$ cat src/rtl/rbm_input_binarizer_pkg.sv
// rtl/rbm_input_binarizer_pkg.sv - shared state encodings and constants for rbm_input_binarizer
package rbm_input_binarizer_pkg;

  localparam logic [1:0] ST_LOAD    = 2'd0;
  localparam logic [1:0] ST_PRESENT = 2'd1;
  localparam logic [1:0] ST_RELEASE = 2'd2;

  // Feedback taps for x^8+x^6+x^5+x^4+1 on a left-shifting Fibonacci register
  localparam logic [7:0] LFSR_TAPS = 8'hB8;

  localparam int DEFAULT_THRESHOLD = 128;

  function automatic logic lfsr_feedback(input logic [7:0] state);
    return ^(state & LFSR_TAPS);
  endfunction

endpackage

$ cat src/rtl/rbm_lfsr8.sv
// rtl/rbm_lfsr8.sv - 8-bit Fibonacci LFSR with enable and synchronous seed load
module rbm_lfsr8
  import rbm_input_binarizer_pkg::*;
#(
  parameter logic [7:0] SEED = 8'hA5
) (
  input  logic       clk_i,
  input  logic       load_i,
  input  logic       en_i,
  output logic [7:0] rnd_o
);

  logic [7:0] lfsr_q;
  logic [7:0] lfsr_d;

  always_comb begin
    lfsr_d = lfsr_q;
    if (en_i) lfsr_d = {lfsr_q[6:0], lfsr_feedback(lfsr_q)};
  end

  always_ff @(posedge clk_i) begin
    if (load_i) lfsr_q <= SEED;
    else        lfsr_q <= lfsr_d;
  end

  assign rnd_o = lfsr_q;

endmodule

$ cat src/rtl/rbm_input_binarizer.sv
// rtl/rbm_input_binarizer.sv - binarizes a pixel stream into a visible vector and handshakes with an RBM layer
// Optional stochastic binarization against an LFSR is enabled by defining STOCHASTIC_BIN_EN.
module rbm_input_binarizer
  import rbm_input_binarizer_pkg::*;
#(
  parameter int         pixel_bitlength = 8,
  parameter int         input_dim       = 15,
  parameter int         threshold       = DEFAULT_THRESHOLD,
  parameter logic [7:0] lfsr_seed       = 8'hA5
) (
  input  logic                       clock,
  input  logic                       reset,
  input  logic [pixel_bitlength-1:0] pixel_in,
  input  logic                       pixel_valid,
  input  logic                       pixel_last,
  output logic                       pixel_ready,
  input  logic                       layer_finish,
  output logic                       data_valid,
  output logic [input_dim-1:0]       InputData,
  output logic                       layer_reset,
  output logic                       frame_err,
  output logic [15:0]                sample_count
);

  localparam int            IW       = (input_dim > 1) ? $clog2(input_dim) : 1;
  localparam logic [IW-1:0] LAST_IDX = IW'(input_dim - 1);

  logic [1:0]           state_q, state_d;
  logic [IW-1:0]        idx_q, idx_d;
  logic [input_dim-1:0] data_q, data_d;
  logic                 err_q, err_d;
  logic [15:0]          cnt_q, cnt_d;
  logic                 xfer;
  logic                 bin_bit;
  logic                 at_last;

  assign xfer    = pixel_valid && (state_q == ST_LOAD);
  assign at_last = (idx_q == LAST_IDX);

`ifdef STOCHASTIC_BIN_EN
  localparam int unused_threshold = threshold;
  logic [7:0] rnd;

  rbm_lfsr8 #(
    .SEED (lfsr_seed)
  ) u_lfsr (
    .clk_i  (clock),
    .load_i (reset),
    .en_i   (xfer),
    .rnd_o  (rnd)
  );

  assign bin_bit = (pixel_in > pixel_bitlength'(rnd));
`else
  localparam logic [7:0] unused_seed = lfsr_seed;
  assign bin_bit = (pixel_in >= pixel_bitlength'(threshold));
`endif

  always_comb begin
    state_d = state_q;
    idx_d   = idx_q;
    data_d  = data_q;
    err_d   = err_q;
    cnt_d   = cnt_q;
    case (state_q)
      ST_LOAD: begin
        if (xfer) begin
          data_d[idx_q] = bin_bit;
          if (pixel_last || at_last) begin
            // Zero-fill everything above the closing index so a short sample is clean
            for (int k = 0; k < input_dim; k++) begin
              if (k > int'(idx_q)) data_d[k] = 1'b0;
            end
            idx_d   = '0;
            state_d = ST_PRESENT;
            if (pixel_last != at_last) err_d = 1'b1;
          end else begin
            idx_d = idx_q + IW'(1);
          end
        end
      end
      ST_PRESENT: begin
        if (layer_finish) begin
          state_d = ST_RELEASE;
          cnt_d   = cnt_q + 16'd1;
        end
      end
      ST_RELEASE: begin
        state_d = ST_LOAD;
        data_d  = '0;
      end
      default: state_d = ST_LOAD;
    endcase
  end

  always_ff @(posedge clock) begin
    if (reset) begin
      state_q <= ST_LOAD;
      idx_q   <= '0;
      data_q  <= '0;
      err_q   <= 1'b0;
      cnt_q   <= 16'd0;
    end else begin
      state_q <= state_d;
      idx_q   <= idx_d;
      data_q  <= data_d;
      err_q   <= err_d;
      cnt_q   <= cnt_d;
    end
  end

  assign pixel_ready  = (state_q == ST_LOAD);
  assign data_valid   = (state_q == ST_PRESENT);
  assign layer_reset  = (state_q == ST_RELEASE);
  assign InputData    = data_q;
  assign frame_err    = err_q;
  assign sample_count = cnt_q;

endmodule

$ cat config.mk
export PLATFORM = sky130hd
export DESIGN_NAME = rbm_input_binarizer
export DESIGN_NICKNAME = d
export VERILOG_FILES = /design/src/rtl/rbm_input_binarizer_pkg.sv /design/src/rtl/rbm_lfsr8.sv /design/src/rtl/rbm_input_binarizer.sv
export SDC_FILE = /design/constraint.sdc
export NUM_CORES = 1
export LEC_CHECK = 0
export CAP_MARGIN = 20
export CORE_MARGIN = 4
export CORE_UTILIZATION = 49
export DETAILED_ROUTE_END_ITERATION = 8
export GPL_TIMING_DRIVEN = 0
export PLACE_DENSITY = 0.88
export SYNTH_ARGS = -nofsm -noshare
export SYNTH_HDL_FRONTEND = slang
export SYNTH_HIERARCHICAL = 1
export SYNTH_SLANG_ARGS = --single-unit
export TNS_END_PERCENT = 30
$ cat constraint.sdc
create_clock -name clock -period 2.7 [get_ports clock]
set_input_delay 0.27 -clock clock [delete_from_list [all_inputs] [get_ports clock]]
set_output_delay 0.27 -clock clock [all_outputs]
set_load 0.02 [all_outputs]
* Word-level counts from Yosys, hierarchy flattened
Index checks and enable logic that the tools add are counted.
** Storage, ports and cells
- Flip-flop bits (word level) :: 38
- Input bits :: 13
- Output and inout port bits :: 35
- Word-level logic and storage cells :: 66
** Cells by class
- $add $sub $neg :: 2
- Magnitude comparators :: 17
- Eq/ne operators :: 7
- Muxes and demuxes :: 25
- Reduce and logical (&&, ||, !) cells :: 10
** Operators by type and width (number)
- one-hot mux 15 bit (2 select lines) :: 1
- > comparator 4 bit (first input constant) :: 7
- adder 16 x 1 -> 16 bit (second input constant) :: 1
- > comparator 3 x 4 -> 1 bit (first input constant) :: 4
- bitwise mux 15 bit :: 1
- 2-to-1 mux 1 bit :: 15
- 2-to-1 mux 15 bit :: 1
- 2-to-1 mux 14 bit :: 1
- >= comparator 8 bit (second input constant) :: 1
- > comparator 2 x 4 -> 1 bit (first input constant) :: 2
- 2-to-1 mux 2 bit :: 3
- AND reduction 2 bit :: 3
- < comparator 4 x 5 -> 1 bit (second input constant) :: 1
- adder 4 x 1 -> 4 bit (second input constant) :: 1
- demux 1 bit (select 4 bit) :: 1
- equality test 4 bit (second input constant) :: 1
- >= comparator 4 x 1 -> 1 bit (second input constant) :: 1
- > comparator 1 x 4 -> 1 bit (first input constant) :: 1
- 2-to-1 mux 4 bit :: 1
- inequality test 2 x 1 -> 1 bit (second input constant) :: 2
- one-hot mux 2 bit (2 select lines) :: 1
- AND reduction 4 bit :: 1
- AND reduction 3 bit :: 1
- equality test 2 x 1 -> 1 bit (second input constant) :: 1
- 7 further kinds :: 8

* Longest topological paths before layout
- Depth after elaboration :: 9
- Gate-level depth with buffers :: 10
- Depth with buffers taken out :: 8

* Worst setup path after synthesis
No wires, ideal clock.
- Kind :: flip-flop to flip-flop
- Start :: register idx_q[0]
- End :: register data_q[8] (netlist: InputData[8])
- Setup time :: 0.070 ns
- Data arrival time :: 1.953 ns
- Required time :: 2.630 ns
- Setup slack :: 0.677 ns
- Cell stages (with the launch flop) :: 11
- Path buffers :: 2
- Period minus slack after synthesis :: 2.023 ns
- Cells stage by stage :: dfxtp_1 inv_1 ha_1 clkbuf_1 nand2_1 ha_1 clkbuf_1 nor2_1 a211oi_1 o21ai_0 a21oi_1
** Between the ends
- Longest elaborated chain between the ends :: 9
** Ends and longest elaborated chain
- from (decl) :: line rbm_input_binarizer.sv:29 : logic [IW-1:0] idx_q, idx_d;
- from (signal assigned) :: line rbm_input_binarizer.sv:105 : idx_q <= idx_d;
- < comparator 4 x 5 -> 1 bit (implied by the code) or >= comparator 4 x 1 -> 1 bit (tied branches) :: line rbm_input_binarizer.sv:68 : data_d[idx_q] = bin_bit;
- logical AND 1 bit (implied by the code) :: line rbm_input_binarizer.sv:68
- 2-to-1 mux 1 bit (implied by the code) :: line rbm_input_binarizer.sv:68
- demux 1 bit (select 4 bit) :: line rbm_input_binarizer.sv:68
- bitwise mux 15 bit :: line rbm_input_binarizer.sv:68
- 2-to-1 mux 1 bit :: line rbm_input_binarizer.sv:72 : if (k > int'(idx_q)) data_d[k] = 1'b0;
- 2-to-1 mux 14 bit * :: line rbm_input_binarizer.sv:69 : if (pixel_last || at_last) begin
- 2-to-1 mux 15 bit * :: line rbm_input_binarizer.sv:67 : if (xfer) begin
- one-hot mux 15 bit (2 select lines) * :: line rbm_input_binarizer.sv:65 : case (state_q)
- to (signal assigned) :: line rbm_input_binarizer.sv:106 : data_q <= data_d;
- to (decl) :: line rbm_input_binarizer.sv:30 : logic [input_dim-1:0] data_q, data_d;
Every way passes the cells marked *; elsewhere a longest branch is shown, timed or not. The select of a mux whose other input is x is not followed.
A chain may end at the register's enable or synchronous reset.

* Worst setup path in the final report
- Start :: register idx_q[1]
- End :: register data_q[8] (netlist: InputData[8])
The elaborated chain is that of the path after synthesis.

==> impl_metrics.json <==
{
  "outcome": "completed",
  "cts_root_buf": "clkbuf_8",
  "setup_violations": 0,
  "syn2layout_area_growth_pct": 30.2,
  "track_usage_pct": 21.5,
  "cts-buffers-inserted": 5,
  "ys_types": 49,
  "report.final.slew_viol_count": 0,
  "syn-instance-count": 240,
  "ys_ff_latch": 38,
  "p_leak_nw": 0.927,
  "hpwl_um": 3730,
  "power_mw": 1.29,
  "r2r_slack_ns": 0.21,
  "firstDrtPassIters": 4,
  "drt-initial-drc-count": 203,
  "fin_crit_ns": 2.49,
  "slowest_delay_ns": 0.51,
  "ioPinCount": 48,
  "wirelength_um": 5380,
  "ys.flop_type": "dfxtp_1",
  "via_per_inst": 5.84,
  "grt_max_degree": 13,
  "num_rows": 22,
  "clock.fmax_mhz": 402,
  "die_h_um": 71.9,
  "port_buffers": 40,
  "die_w_um": 71.9,
  "grt_pass1_wl_um": 8870,
  "cap_violations": 0,
  "holdPathStages": 2,
  "drive_above_1_share_pct": 8.33,
  "seqPwrFrac_pct": 44.6,
  "cts.clk_slew.worst_paths_ns": 0.07,
  "start_util_pct": 52.7,
  "switching_share_pct": 22.1,
  "drc": 0,
  "num_vias": 1961,
  "switching_power_uw": 285,
  "coreArea_mm2": 0.00380,
  "clock_skew_ns": 0.00448,
  "place_congestion": 0.935,
  "worst-endpoint-required_ns": 2.85,
  "hold_viol": 0,
  "internal_power_mw": 1.00,
  "synth_warnings": 6,
  "cp-end-kind": "flip-flop",
  "post-route-period-util_pct": 92.1,
  "arrival_ns": 2.64,
  "wire_per_inst_um": 16.0,
  "pwr-share-clk_pct": 46.5,
  "ys_seq_area_share_pct": 38.0,
  "worstReg2RegStart": "idx_q[1]",
  "maxSlewHeadroom_pct": 63.5,
  "cts.sinks": 38,
  "drtAntennaViolNets": 0,
  "antenna_found_initial": 0,
  "grt_pass1_vias": 1909,
  "synth-edff-count": 0,
  "cp-start-kind": "flip-flop",
  "die_area_mm2": 0.00517,
  "worst_path_max_delay_cell": "dfxtp_1",
  "rr_worst_depth": 9,
  "clock_latency_ns": 0.29,
  "critPathKind": "flip-flop to flip-flop",
  "min-delay-start": "frame_err",
  "final_nets": 307,
  "critical_path_peak_fanout": 10,
  "antenna_cells": 0,
  "min_to": "frame_err",
  "setup_tns_ns": 0,
  "clk_path_buf_depth": 2,
  "crit_family": "buffers and inverters",
  "rsz0062_at_grt": "no",
  "hold_class": "flip-flop to flip-flop",
  "htree_levels": 2,
  "p_per_area_mw_per_mm2": 494,
  "cts_tree": "done",
  "cpMostUsedCell": "ha_1",
  "tightest_slew_ns": 0.545,
  "syn_nets": 260,
  "grt_overflow": 0,
  "syn-cell-area_mm2": 0.00200,
  "peakVddDrop_mv": 0.343,
  "p_comb_share_pct": 9.0,
  "r2r_end": "InputData[8]",
  "async_flop_share_pct": 0,
  "crit_chain": "ha_1, clkbuf_1, nand2_1, ha_1, clkbuf_2, nor2_1, a211oi_1, o21ai_0, a21oi_1",
  "path_buf_inv": 2,
  "syn_area_per_cell_um2": 8.34
}
-- worst max path at each step --
stage	start	endpoint	slack, ns	cells after the start
after CTS	idx_q[0]	InputData[8]	0.10	10
after detailed placement	idx_q[0]	InputData[8]	0.24	10
after floorplan	idx_q[0]	InputData[8]	0.68	10
after global routing	idx_q[1]	InputData[8]	0.08	9
after global placement	idx_q[0]	InputData[8]	0.25	10
final	idx_q[1]	InputData[8]	0.21	9
-- worst min-delay path: stages, from the launching register on --
cell,delay (ns)
dfxtp_1,0.34
a21oi_1,0.04
nor2_1,0.07
-- metrics by stage --
step	hold WS (ns)	setup slack (ns)	utilization [%]	cells	cell area, um2
3_5_place_dp	0.457	0.240	64.8	328	2460
4_1_cts	0.485	0.103	68.6	336	2610
5_1_grt	0.503	0.0825	68.6	336	2610
2_1_floorplan	0.471	0.677	-	240	2000
3_3_place_gp	0.457	0.251	64.8	328	2460
6_report	0.487	0.215	68.6	336	2610
-- power by group through the flow --
stage,Sequential [mW],Clock [mW],Combinational (mW)
2_1_floorplan,0.589,0,0.0669
3_3_place_gp,0.586,0,0.111
3_5_place_dp,0.587,0,0.112
4_1_cts,0.574,0.604,0.114
5_1_grt,0.575,0.629,0.125
6_report,0.574,0.599,0.115
-- synth_stat cells (5+ instances only) --
| cell type | count | area share [%] |
|---|---|---|
| ha_1 | 7 | 4.4 |
| inv_1 | 8 | 1.5 |
| o21ai_0 | 7 | 1.7 |
| a21oi_1 | 20 | 5.0 |
| dfxtp_1 | 38 | 38 |
| xor2_1 | 5 | 2.2 |
| nand3_1 | 14 | 3.5 |
| xnor2_1 | 6 | 2.6 |
| nor2b_1 | 10 | 3.1 |
| nand2_1 | 11 | 2.1 |
| nor2_1 | 29 | 5.4 |
| clkbuf_1 | 8 | 1.5 |
| nand4_1 | 7 | 2.2 |
-- kinds of logic after synthesis --
family / after synthesis / share of synthesized area [%]
and+or+nand+nor: 98 / 26.4
DFF: 38 / 38.0
muxes: 7 / 3.75
adders and majority gates: 7 / 4.37
xor gates and xnor gates: 11 / 4.81
buffers and inverters: 23 / 4.75
AOI/OAI and AO/OA: 56 / 17.9
-- layout make-up --
type,count,area [um2]
multi-input combinational,179,1150
buffer,15,66.3
clock buffer,6,82.6
sequential,38,761
clock inverter,2,60.1
fill,305,1190
inverter,8,30.0
timing repair buffer,40,400
tap,48,60.1
-- sequential cells by signal, summed over array words and instances (netlist names) --
signal / count
idx_q: 4
frame_err: 1
state_q: 2
InputData: 15
sample_count: 16
-- routing by layer --
metal	wire length (um)	GRT usage (%)	vias up	part of all wire, %
met3	419	5.68	9	7.8
met1	2320	27.3	920	43
met5	0	0	-	0
met4	65	8.56	0	1.2
met2	2570	34.7	85	48
li1	-	-	947	-
-- what timing repair did --
item,CTS,global route
hold buffers,0,0
setup buffers,0,0
gates resized for setup,0,2
setup endpoints to repair,0,3
-- cell usage in the layout (no fill, tap or decap), drive strengths merged, types with 4 or more instances in the layout --
cell type / n
dfxtp: 38
nand4: 7
clkbuf: 14
o21ai: 9
clkdlybuf4s50: 40
ha: 7
nand2: 11
inv: 8
buf: 7
xnor2: 6
a21oi: 21
nand3b: 4
xor2: 5
nand3: 14
o211ai: 4
nor2b: 10
mux2: 4
nor2: 29
nor3: 5
a31oi: 4
Power figures use the tool's default switching activity.
